`src/rtl/instr_encoder.sv`:
```
// -----------------------------------------------------------------------------
// instr_encoder
//
// Packs decoded RV32I fields back into a 32-bit instruction word. This is the
// inverse of the immediate generator: the immediate is taken in the same form
// the generator produces. A word that goes back through the generator therefore
// yields the original i_Imm.
//
// Requests arrive on a valid/ready handshake. Encoded words go into a 2-entry
// in-order output buffer, which drives a second valid/ready handshake.
//
// An accepted request that cannot be encoded is dropped. A request cannot be
// encoded when its opcode is unsupported or its immediate is out of range.
// A dropped request completes its handshake but writes nothing to the buffer.
// It sets the sticky o_Error flag and bumps o_ErrCount.
//
// Ports:
//   i_Clk          clock, all state updates on the rising edge
//   i_Reset        synchronous active-high reset
//   i_Valid        upstream request valid
//   o_Ready        encoder can accept a request (buffer not full)
//   i_Opcode       7-bit opcode (R, I, I-load, S, B, LUI, AUIPC)
//   i_Rd           destination register index
//   i_Rs1, i_Rs2   source register indices
//   i_Funct3       funct3 field
//   i_Funct7       funct7 field (R-type only)
//   i_Imm          immediate, in immediate-generator output format
//   o_Valid        o_Instruction holds a buffered word
//   i_Ready        downstream accepts o_Instruction
//   o_Instruction  head of the output buffer
//   o_Error        sticky: an unencodable request was dropped
//   o_InstrCount   words emitted (o_Valid & i_Ready), wraps
//   o_ErrCount     requests dropped, wraps
// -----------------------------------------------------------------------------
module instr_encoder #(
  parameter int CNT_W = 16
) (
  input  logic             i_Clk,
  input  logic             i_Reset,
  input  logic             i_Valid,
  output logic             o_Ready,
  input  logic [6:0]       i_Opcode,
  input  logic [4:0]       i_Rd,
  input  logic [4:0]       i_Rs1,
  input  logic [4:0]       i_Rs2,
  input  logic [2:0]       i_Funct3,
  input  logic [6:0]       i_Funct7,
  input  logic [31:0]      i_Imm,
  output logic             o_Valid,
  input  logic             i_Ready,
  output logic [31:0]      o_Instruction,
  output logic             o_Error,
  output logic [CNT_W-1:0] o_InstrCount,
  output logic [CNT_W-1:0] o_ErrCount
);

  localparam logic [6:0] OP_R_TYPE   = 7'b0110011;
  localparam logic [6:0] OP_I_TYPE   = 7'b0010011;
  localparam logic [6:0] OP_I_L_TYPE = 7'b0000011;
  localparam logic [6:0] OP_S_TYPE   = 7'b0100011;
  localparam logic [6:0] OP_B_TYPE   = 7'b1100011;
  localparam logic [6:0] OP_LUI      = 7'b0110111;
  localparam logic [6:0] OP_AUIPC    = 7'b0010111;

  // ---------------------------------------------------------------------------
  // Combinational encoder
  // ---------------------------------------------------------------------------
  logic [31:0] enc_word;
  logic        enc_ok;
  logic        fits_12;   // i_Imm is a sign-extended 12-bit value
  logic        fits_20;   // i_Imm is a sign-extended 20-bit value
  logic [11:0] b;         // branch offset in the generator's offset[12:1] form

  // A value fits when every bit above the field matches the field's top bit.
  // That is the same as saying all of those bits are equal.
  assign fits_12 = (&i_Imm[31:11]) | ~(|i_Imm[31:11]);
  assign fits_20 = (&i_Imm[31:19]) | ~(|i_Imm[31:19]);
  assign b       = i_Imm[11:0];

  // NOTE: every output of a combinational block gets a default first, so that
  // paths the case does not cover still assign it and no latch is inferred.
  always_comb begin
    enc_word = '0;
    enc_ok   = 1'b0;
    case (i_Opcode)
      OP_R_TYPE: begin
        enc_word = {i_Funct7, i_Rs2, i_Rs1, i_Funct3, i_Rd, i_Opcode};
        enc_ok   = 1'b1;
      end
      OP_I_TYPE, OP_I_L_TYPE: begin
        enc_word = {i_Imm[11:0], i_Rs1, i_Funct3, i_Rd, i_Opcode};
        enc_ok   = fits_12;
      end
      OP_S_TYPE: begin
        enc_word = {i_Imm[11:5], i_Rs2, i_Rs1, i_Funct3, i_Imm[4:0], i_Opcode};
        enc_ok   = fits_12;
      end
      OP_B_TYPE: begin
        enc_word = {b[11], b[9:4], i_Rs2, i_Rs1, i_Funct3, b[3:0], b[10], i_Opcode};
        enc_ok   = fits_12;
      end
      OP_LUI, OP_AUIPC: begin
        enc_word = {i_Imm[19:0], i_Rd, i_Opcode};
        enc_ok   = fits_20;
      end
      default: begin
        enc_word = '0;
        enc_ok   = 1'b0;
      end
    endcase
  end

  // ---------------------------------------------------------------------------
  // 2-entry output buffer
  //
  // head_q is the word on o_Instruction and tail_q is the word queued behind it.
  // head_q changes only when a new word takes its place. After the last pop it
  // therefore keeps showing the last word.
  // ---------------------------------------------------------------------------
  logic [1:0]  count_q;
  logic [31:0] head_q;
  logic [31:0] tail_q;
  logic        accept;
  logic        push;
  logic        pop;
  logic        drop;

  // Ready and valid come only from registered occupancy. i_Ready therefore has
  // no combinational path to o_Ready.
  assign o_Ready       = (count_q != 2'd2);
  assign o_Valid       = (count_q != 2'd0);
  assign o_Instruction = head_q;

  assign accept = i_Valid & o_Ready;
  assign push   = accept & enc_ok;
  assign drop   = accept & ~enc_ok;
  assign pop    = o_Valid & i_Ready;

  // NOTE: sequential state uses non-blocking assignments only. Then every flop
  // in this block samples the values from before the edge, whatever the
  // statement order.
  always_ff @(posedge i_Clk) begin
    if (i_Reset) begin
      count_q      <= 2'd0;
      head_q       <= '0;
      o_Error      <= 1'b0;
      o_InstrCount <= '0;
      o_ErrCount   <= '0;
    end else begin
      case ({push, pop})
        // Push and pop together can only happen with one entry held. The full
        // case has o_Ready low, and the empty case has nothing to pop. The new
        // word replaces the departing head.
        2'b11: head_q <= enc_word;
        2'b10: begin
          if (count_q == 2'd0) head_q <= enc_word;
          count_q <= count_q + 2'd1;
        end
        2'b01: begin
          if (count_q == 2'd2) head_q <= tail_q;
          count_q <= count_q - 2'd1;
        end
        default: ;
      endcase

      if (drop) begin
        o_Error    <= 1'b1;
        o_ErrCount <= o_ErrCount + 1'b1;
      end

      if (pop) o_InstrCount <= o_InstrCount + 1'b1;
    end
  end

  // NOTE: the tail slot is storage only and has no reset. Its contents are
  // never observed until count_q says it was written, and count_q is reset.
  always_ff @(posedge i_Clk) begin
    if (push && !pop && count_q == 2'd1) tail_q <= enc_word;
  end

endmodule

```
`config.mk`:
```
export PLATFORM = sky130hd
export DESIGN_NAME = instr_encoder
export DESIGN_NICKNAME = d
export VERILOG_FILES = /design/src/rtl/instr_encoder.sv
export SDC_FILE = /design/constraint.sdc
export NUM_CORES = 1
export LEC_CHECK = 0
export ABC_AREA = 1
export CORE_UTILIZATION = 28
export CTS_CLUSTER_DIAMETER = 30
export DETAILED_ROUTE_END_ITERATION = 16
export GPL_TIMING_DRIVEN = 0
export HOLD_SLACK_MARGIN = 0.06
export PLACE_DENSITY = 0.63
export SYNTH_ARGS = -nofsm -noshare
export SYNTH_HDL_FRONTEND = slang
export SYNTH_SLANG_ARGS = --single-unit
```
`constraint.sdc`:
```
create_clock -name i_Clk -period 2.5 [get_ports i_Clk]
set_input_delay 0.375 -clock i_Clk [delete_from_list [all_inputs] [get_ports i_Clk]]
set_output_delay 0.375 -clock i_Clk [all_outputs]
set_load 0.01 [all_outputs]
```
## After elaboration in Yosys (flattened, before gate mapping)

Cells that the tools add are included.

- Flip-flop bits (word level): 99
- Output and inout port bits: 67
- Word-level logic and storage cells: 55

- $add $sub $neg: 4
- Eq/ne operators: 15
- Mux-type cells: 6
- Bitwise logic cells: 9
- Reduce and logical (&&, ||, !) cells: 15

Operators with widths:

| cell | number |
|---|---|
| $pmux 32 s5 | 1 |
| $pmux 32 s3 | 1 |
| $mux 32 | 2 |
| $add 16x1->16 const B | 2 |
| $eq 7x6->1 const B | 3 |
| $reduce_and 21->1 | 1 |
| $reduce_or 21->1 | 1 |
| $eq 7x5->1 const B | 2 |
| $reduce_and 13->1 | 1 |
| $reduce_or 13->1 | 1 |
| $eq 7x2->1 const B | 1 |
| $eq 7x7->1 const B | 1 |
| $eq 2x2->1 const B | 3 |
| $ne 2x2->1 const B | 3 |
| $and 1x1->1 | 4 |
| $eq 2x1->1 const B | 2 |
| $pmux 2 s2 | 1 |
| $reduce_bool 2->1 | 2 |
| $reduce_or 2->1 | 2 |
| $reduce_or 4->1 | 1 |
| $not 1->1 | 3 |
| $pmux 1 s3 | 1 |
| $reduce_and 3->1 | 1 |
| $reduce_bool 3->1 | 1 |
| other kinds (6) | 8 |

## Depth between registers and ports, before layout

Gate-level depths: netlist of run 1.

- Depth after elaboration: 8
- Depth in mapped cells: 20

## Worst setup path after synthesis of run 1

Ideal clock, no wire load.

- Path type: in2reg
- Start: input i_Opcode[1]
- End: register tail_q[0] (enable)
- Arrival time: 2.248 ns
- Data required time: 2.113 ns
- Path slack: -0.135 ns
- Stages on the path: 12
- Cells stage by stage: nand2_2 -> nor2_2 -> nand4_4 -> nand3_2 -> nand2_4 -> buf_4 -> nand2_1 -> nand2_1 -> inv_1 -> ha_1 -> nand2_1 -> inv_1

- Longest elaborated chain between the ends: 6

RTL lines:

| item | line | source |
|---|---|---|
| from (decl) | 42 | `input logic [6:0] i_Opcode,` |
| $eq 7x7->1, or another cell as far along | 85 | `case (i_Opcode)` |
| $reduce_or 4->1 (no line) / $reduce_or 2->1 (equally long branches) | - |  |
| $pmux 1 s3 (*) | 85 |  |
| $and 1x1->1 (*) | 135 | `assign push = accept & enc_ok;` |
| $logic_and 1x1->1 (*) (2 in a row) | 178 | `if (push && !pop && count_q == 2'd1) tail_q <= enc_word;` |
| to (signal assigned) | 178 |  |
| to (decl) | 122 | `logic [31:0] tail_q;` |

Mark *: on every way between the ends. The rest lies on a longest branch, timed or not.
A chain may end at the register's enable or synchronous reset.

## Final worst setup path of run 1

- Start: input i_Opcode[4]
- End: register head_q[2], in the netlist o_Instruction[2]

- Longest elaborated chain between the ends: 7

RTL lines:

| item | line | source |
|---|---|---|
| $eq 7x7->1, or another cell as far along | 85 |  |
| $reduce_or 4->1 (no line) / $reduce_or 2->1 (equally long branches) | - |  |
| $pmux 1 s3 | 85 |  |
| $and 1x1->1 | 135 |  |
| $eq 2x1->1 / $eq 2x2->1 (equally long branches) | 150 | `case ({push, pop})` |
| $ne 2x2->1 (no line) / $reduce_bool 3->1 (equally long branches) | - |  |
| $reduce_and 3->1 (no line) | - |  |
| to (signal assigned) | 154 | `2'b11: head_q <= enc_word;` |
| to (signal assigned) | 156 | `if (count_q == 2'd0) head_q <= enc_word;` |
| to (signal assigned) | 160 | `if (count_q == 2'd2) head_q <= tail_q;` |
| to (decl) | 121 | `logic [31:0] head_q;` |

Parallel ways exist; a longest one is shown, timed or not. The select of a mux whose other input is x is not followed.

==> flow_summary_export.csv, run 1 <==
group,metric,value,unit
outcome,outcome,"complete, no violations",
detailed_routing,first_pass_iters,5,
synthesis,syn-instance-count,736,
die,die_h,141,um
timing,worst_pin_slew,0.704,ns
synthesis,synth.most_common_cell,"nand2_1",
critical_path,cp_common_cell,"nand2_4",
placement,place_inst,1104,
synthesis,yosysWarnings,0,
timing,fin_worst_skew,0.0125,ns
cts,clk_pin_slew_worst_paths,0.08,ns
timing,period_minus_slack,2.34,ns
synthesis,synth_ff_type,"dfxtp_1",
synthesis,ys_types,44,
synthesis,yosys-top-cells-area,"dfxtp_1 (25%), edfxtp_1 (18%), nand2_1 (14%), nor2_1 (7.3%), a21oi_1 (4.9%)",
timing,final_hold_viol_count,0,
min_path,hold_depth,2,
detailed_routing,drtIter0Drc,335,
flow_run,cap_viol_max_count,0,
synthesis,synth_common_cells,"nand2_1 (200), nor2_1 (105), dfxtp_1 (67), inv_1 (66), a21oi_1 (53)",
detailed_routing,ant_nets,0,
die,rows,50,
placement,dpl_cell_area,0.00704,mm^2
die,ios,135,
critical_path,critPathMaxFanout,6,
die,dieArea,0.0198,mm^2
critical_path,critical_path.startpoint_type,"input port",
detailed_routing,num_vias,5347,
die,die_x,141,um
cts,clock_latency,0.35,ns
critical_path,slowest_stage,"dlygate4sd2_1",
power,power_density,442,mW/mm^2
timing,maxSlewViolCount,0,
global_routing,grt_max_degree,19,
synthesis,synth-edff-count,32,
final_layout,design_area,0.00776,mm^2
critical_path,crit_arrival,2.59,ns
final_layout,fin_cells,1145,
synthesis,ys_seq_area_share,42.8,%
synthesis,synth_area_per_cell,7.31,um^2
critical_path,worstSetupEndpointType,"flip-flop",
critical_path,critical_path_required,2.74,ns
global_routing,grt_antenna_before_repair,0,
critical_path,cp_cell_sequence,"dlygate4sd2_1, nand2_1, nor2_2, nand2_4, inv_4, a21oi_4, buf_6, nand2_4, nand2_4, inv_1, ha_2, nand2_1, and2_4, inv_4, buf_8, bufbuf_16, a21oi_2, a21oi_1",
timing,max_freq,427,MHz
timing,setup_viol,0,
timing,relSlewSlack,53.1,%
timing,fin_ws,0.158,ns
global_routing,grt_pass1_wl,25900,um
cts,cts_root_buffer,"clkbuf_16",
placement,dpl.hpwl,12100,um
global_routing,grt.total_usage,16.7,%
timing,worst_hold_slack,0.466,ns
power,p_leak,3.23,nW
timing,period_share,93.7,%
critical_path,critPathKind,"input port to flip-flop",
min_path,hold_class,"flip-flop to flip-flop",
final_layout,drive_gt1_share,16.4,%
die,core_area,0.0188,mm^2
final_layout,antenna_cells,0,
placement,place_ws,-1.07,ns
die,start_util,28.7,%
cts,htree_levels,3,
critical_path,reg2regPathDepth,14,
power,peakVddDrop,0.254,mV
synthesis,synth_nets,813,
cts,cts_tree,"yes",
cts,cts_sinks,99,
cts,hold_buffers,0,
synthesis,synth.ff_latch_count,99,
placement,io_buffer_count,134,
cts,clk_path_buf_depth,2,
global_routing,grt_pass1_vias,5070,
detailed_routing,wl_per_cell,13.9,um
global_routing,grt_overflow_total,0,
synthesis,async_flop_share,0,%
final_layout,final_nets,983,
detailed_routing,vias_per_cell,4.67,
synthesis,syn_area,0.00538,mm^2
detailed_routing,drt_wl_total,15900,um
detailed_routing,drc,0,
timing,rsz0062_at_grt,"no",
critical_path,slowest_delay,0.31,ns
placement,place_congestion,0.898,
synthesis,synth_area_leader_cell,"dfxtp_1",
cts,cts_buffers,9,
synthesis,synth_top_area_share,24.9,%
final_layout,area_growth,44.3,%
cells by family after synthesis:
| family | count (synthesis) | share of synthesized area (%) |
|---|---|---|
| AND/OR/NAND/NOR | 404 | 33.2 |
| AO/OA/AOI/OAI | 112 | 12.3 |
| buffers and inverters | 100 | 7.77 |
| flip-flops | 99 | 42.8 |
| XOR/XNOR | 11 | 1.79 |
| adder cells (fa/ha/maj) | 9 | 2.09 |
| other | 1 | 0.0697 |
placed cells by master (no fill, tap or decap), types with 4 or more instances in the layout:
master	synthesis	final
nor2_1	105	99
o21ai_0	29	29
clkdlybuf4s50_1	0	106
inv_2	6	5
nand2_2	19	22
nor2_2	6	10
inv_1	66	63
nor3_1	6	6
dlygate4sd2_1	0	18
buf_4	3	23
nand3_1	34	33
a21oi_2	11	15
o21ai_1	4	4
a21oi_1	53	49
o21ai_2	8	8
dfxtp_1	67	66
xor2_1	9	9
edfxtp_1	32	32
buf_2	7	4
ha_1	9	5
buf_6	3	5
nand2_4	2	5
clkbuf_1	14	9
clkbuf_16	0	9
nand4_1	17	17
nand2_1	200	193
dlymetal6s2s_1	0	9
nor2_4	2	4
worst max-delay path: cells and delay by family:
family | cells | cell delay [ns]
simple gates | 7 | 0.64
buf+inv | 7 | 1.01
fa+ha+maj | 1 | 0.17
compound gates | 3 | 0.39
routing by layer:
metal,global-route usage [%],wire length (um),up-vias,part of all wire (%)
met4,6.64,373,0,2.3
met5,0,0,-,0
li1,-,-,2725,-
met1,22.3,7380,2394,46
met3,3.57,1000,28,6.3
met2,26.4,7140,200,45
final cells by class:
cell class	instances	area (um^2)
buffer	25	184
sequential	99	2300
tap	234	293
fill	1941	11000
multi-input combinational	537	2780
timing repair inverter	1	7.51
inverter	72	284
timing repair buffer	161	1600
clock buffer	10	229
clock inverter	6	82.6
registers in the layout, summed over array words and instances (netlist names):
name           flops
count_q            2
o_ErrCount        16
o_Error            1
o_InstrCount      16
o_Instruction     32
tail_q            32
metrics by stage:
| stage | util (%) | TNS [ns] | total power, mW |
|---|---|---|---|
| floorplan | - | 0 | 1.82 |
| global placement | 37.5 | -64.26 | 2.00 |
| detailed placement | 37.5 | -66.68 | 2.01 |
| CTS | 40.9 | 0 | 3.46 |
| global route | 41.4 | 0 | 3.57 |
| finish | 41.4 | 0 | 3.43 |
worst paths after layout:
check | start | slack, ns | endpoint
hold reg to reg | o_Instruction[4] | 0.47 | o_Instruction[4]
setup reg to reg | count_q[0] | 0.29 | o_Instruction[2]
setup / recovery | i_Opcode[4] | 0.16 | o_Instruction[2]
hold / removal | o_Instruction[4] | 0.47 | o_Instruction[4]
what timing repair did:
action / CTS / global route
gates cloned: 4 / 0
pin swaps: 17 / 11
resized for setup: 61 / 26
endpoints found under the setup margin: 66 / 33
setup buffers: 18 / 6
power breakdown:
| part | switching [mW] | leakage [nW] | internal [mW] |
|---|---|---|---|
| logic | 0.155 | 2.26 | 0.150 |
| clock network | 0.654 | 0.148 | 0.798 |
| registers | 0.0102 | 0.821 | 1.66 |
| total | 0.819 | 3.23 | 2.61 |
No activity file was read; power rests on OpenSTA's default activity.
==> run 2, diff against run 1 <==
--- a/config.mk
+++ b/config.mk
@@ -6,6 +6,7 @@
 export NUM_CORES = 1
 export LEC_CHECK = 0
 export ABC_AREA = 1
+export CAP_MARGIN = 5
 export CORE_UTILIZATION = 28
 export CTS_CLUSTER_DIAMETER = 30
 export DETAILED_ROUTE_END_ITERATION = 16
==> results of run 2 <==
Same layout as run 1: the final DEF is identical, and so are final timing and power.
==> run 3, diff against run 2 <==
--- a/config.mk
+++ b/config.mk
@@ -6,6 +6,7 @@
 export NUM_CORES = 1
 export LEC_CHECK = 0
 export ABC_AREA = 1
+export ABC_CLOCK_PERIOD_IN_PS = 2500
 export CAP_MARGIN = 5
 export CORE_UTILIZATION = 28
 export CTS_CLUSTER_DIAMETER = 30
==> results of run 3 <==
Same layout as run 1: the final DEF is identical, and so are final timing and power.
==> patch (config.mk and constraints of run 3) <==
`CNT_W`: 16 -> 20.
--- a/src/rtl/instr_encoder.sv
+++ b/src/rtl/instr_encoder.sv
@@ -33,7 +33,7 @@
 //   o_ErrCount     requests dropped, wraps
 // -----------------------------------------------------------------------------
 module instr_encoder #(
-  parameter int CNT_W = 16
+  parameter int CNT_W = 20
 ) (
   input  logic             i_Clk,
   input  logic             i_Reset,
Ports: changed (resized o_ErrCount and o_InstrCount); port bits go from 135 to 143. No check against the original RTL was run, so the function may have changed too.
==> patch against run 3 <==
Synthesized cell count rose by 6.3%. Synthesized area increased by 4.9%. Final area rose by 3.9%. Total power increased by 5.3%. Via count is 7.3% higher. Critical path type unchanged. Worst hold slack worse by 0.012 ns. Routed wire length is 12% higher. Sequential cell count increased by 8. Setup slack got worse by 0.033 ns. Largest cell class unchanged.
==> patch: results (changes against run 3) <==
- Outcome: finished clean
- R2R depth: 15 (+1)
- GRT Util Overall: 17.94% (+1.2 points)
- Pleak: 3.206 nW (-0.81%)
- Hold Crit Endpoint: o_Error$_SDFFE_PP0P_
- Final Net Count: 1034 (+5.2%)
- Peak supply drop: 0.2466 mV (-3.0%)
- Vias in the first global route: 5411 (+6.7%)
- Post-CTS setup buffer count: 22 (+4)
- Sequential fraction of the synthesis area: 43.67% (+0.85 points)
- Final wirelength: 17850 um (+12%)
- Worst r2r dst: o_Instruction[20]$_SDFFE_PP0P_
- Root buf cell: clkbuf_16
- Synth Warn #: 0 (unchanged)
- Max transition margin: 59.58% (+6.5 points)
- Mapped Nets: 859 (+5.7%)
- Layout cells sized above 1: 10.81% (-5.5 points)
- Total number of vias: 5737 (+7.3%)
- Worst R2R Setup Slack: 0.17 ns (-0.12 ns)
- Hold path startpoint: o_Error$_SDFFE_PP0P_
- Post-CTS sizing: 78 (+28%)
- Crit Path Max Fanout: 5 (-1)
- Commonest cells in the netlist: nand2_1 (214), nor2_1 (104), dfxtp_1 (75)
- DR iter-0 viols: 375 (+12%)
- Top cells by area, synth: dfxtp_1 (27%), edfxtp_1 (17%), nand2_1 (14%)
- Synth unique cells: 34 (-23%)
- HPWL Detailed: 13340 um (+11%)
- Final GP Congestion: 0.8886 (-1.1%)
- CP Launch Point: i_Opcode[2]
- I/O Buffers: 141 (+5.2%)
==> patch: cell count changes after synthesis, moves of 6 or more <==
cell / run 3 / this run
nor2_2: 6 / 0
nand2_1: 200 / 214
xnor2_1: 2 / 8
o21ai_0: 29 / 40
nand4_1: 17 / 33
xor2_1: 9 / 15
nand3_1: 34 / 57
inv_1: 66 / 52
dfxtp_1: 67 / 75
a21oi_2: 11 / 0
a21oi_1: 53 / 74
o21ai_2: 8 / 0
nand2_2: 19 / 1
==> patch: cells by family (layout without fill, tap and decap cells) <==
kind of cell               count (synthesis)  in the layout  synth area share (%)
AOI/OAI and AO/OA                        120            120                 11.07
xor gates and xnor gates                  23             23                 3.572
adders and majority gates                  9              9                 1.997
buffers and inverters                     90            270                 6.390
DFF                                      107            107                 43.67
other                                      1              1               0.06650
and+or+nand+nor                          432            432                 33.24
==> patch: layer usage <==
layer / GRT usage [%] / part of all wire [%]
met4: 6.327 / 1.7
met2: 29.85 / 47
met1: 23.42 / 46
met5: 0 / 0
met3: 2.766 / 4.9
==> patch: power groups by stage <==
stage,registers (W),clock network [W],logic (W)
final,0.00179,0.00155,0.000274
after global placement,0.00183,0,0.000273
after detailed placement,0.00183,0,0.000274
after floorplan,0.00183,0,0.0000908
after CTS,0.00179,0.00159,0.000273
after global routing,0.00179,0.00165,0.000298
==> patch: final cells by class <==
| cell class | count | area, sq um |
|---|---|---|
| Sequential cell | 107 | 2464 |
| Clock buffer | 11 | 242.7 |
| Timing Repair inverter | 1 | 7.507 |
| Clock inverter | 5 | 76.32 |
| Multi-Input combinational cell | 585 | 2918 |
| Timing Repair Buffer | 167 | 1605 |
| Fill cell | 2028 | 11520 |
| Tap cell | 265 | 331.6 |
| Inverter | 55 | 216.5 |
| Buffer | 31 | 203.9 |
==> patch: critical path: cells and delay by family <==
kind	cells	cell delay (ns)
compound gates	2	0.23
buf+inv	10	1.41
simple gates	5	0.64
==> patch: stage by stage <==
stage	setup slack, ns	instances	total power, W	TNS, ns	util [%]
after floorplan	-0.002985	782	0.001923	-0.002985	-
after global placement	-1.140	1188	0.002103	-67.03	37.84
after detailed placement	-1.154	1188	0.002104	-68.02	37.84
after CTS	0.009468	1228	0.003653	0	41.16
after global routing	-0.01067	1227	0.003742	-0.01067	41.17
final	0.1252	1227	0.003610	0	41.17
==> patch: worst max path at each step <==
stage,slack [ns],endpoint,cells past startpoint
global route,-0.01,o_Instruction[10]$_SDFFE_PP0P_,18
finish,0.13,o_Instruction[21]$_SDFFE_PP0P_,17
global placement,-1.14,o_Instruction[29]$_SDFFE_PP0P_,19
detailed placement,-1.15,o_Instruction[29]$_SDFFE_PP0P_,19
CTS,0.009,o_Instruction[20]$_SDFFE_PP0P_,17
floorplan,-0.003,o_Instruction[19]$_SDFFE_PP0P_,17
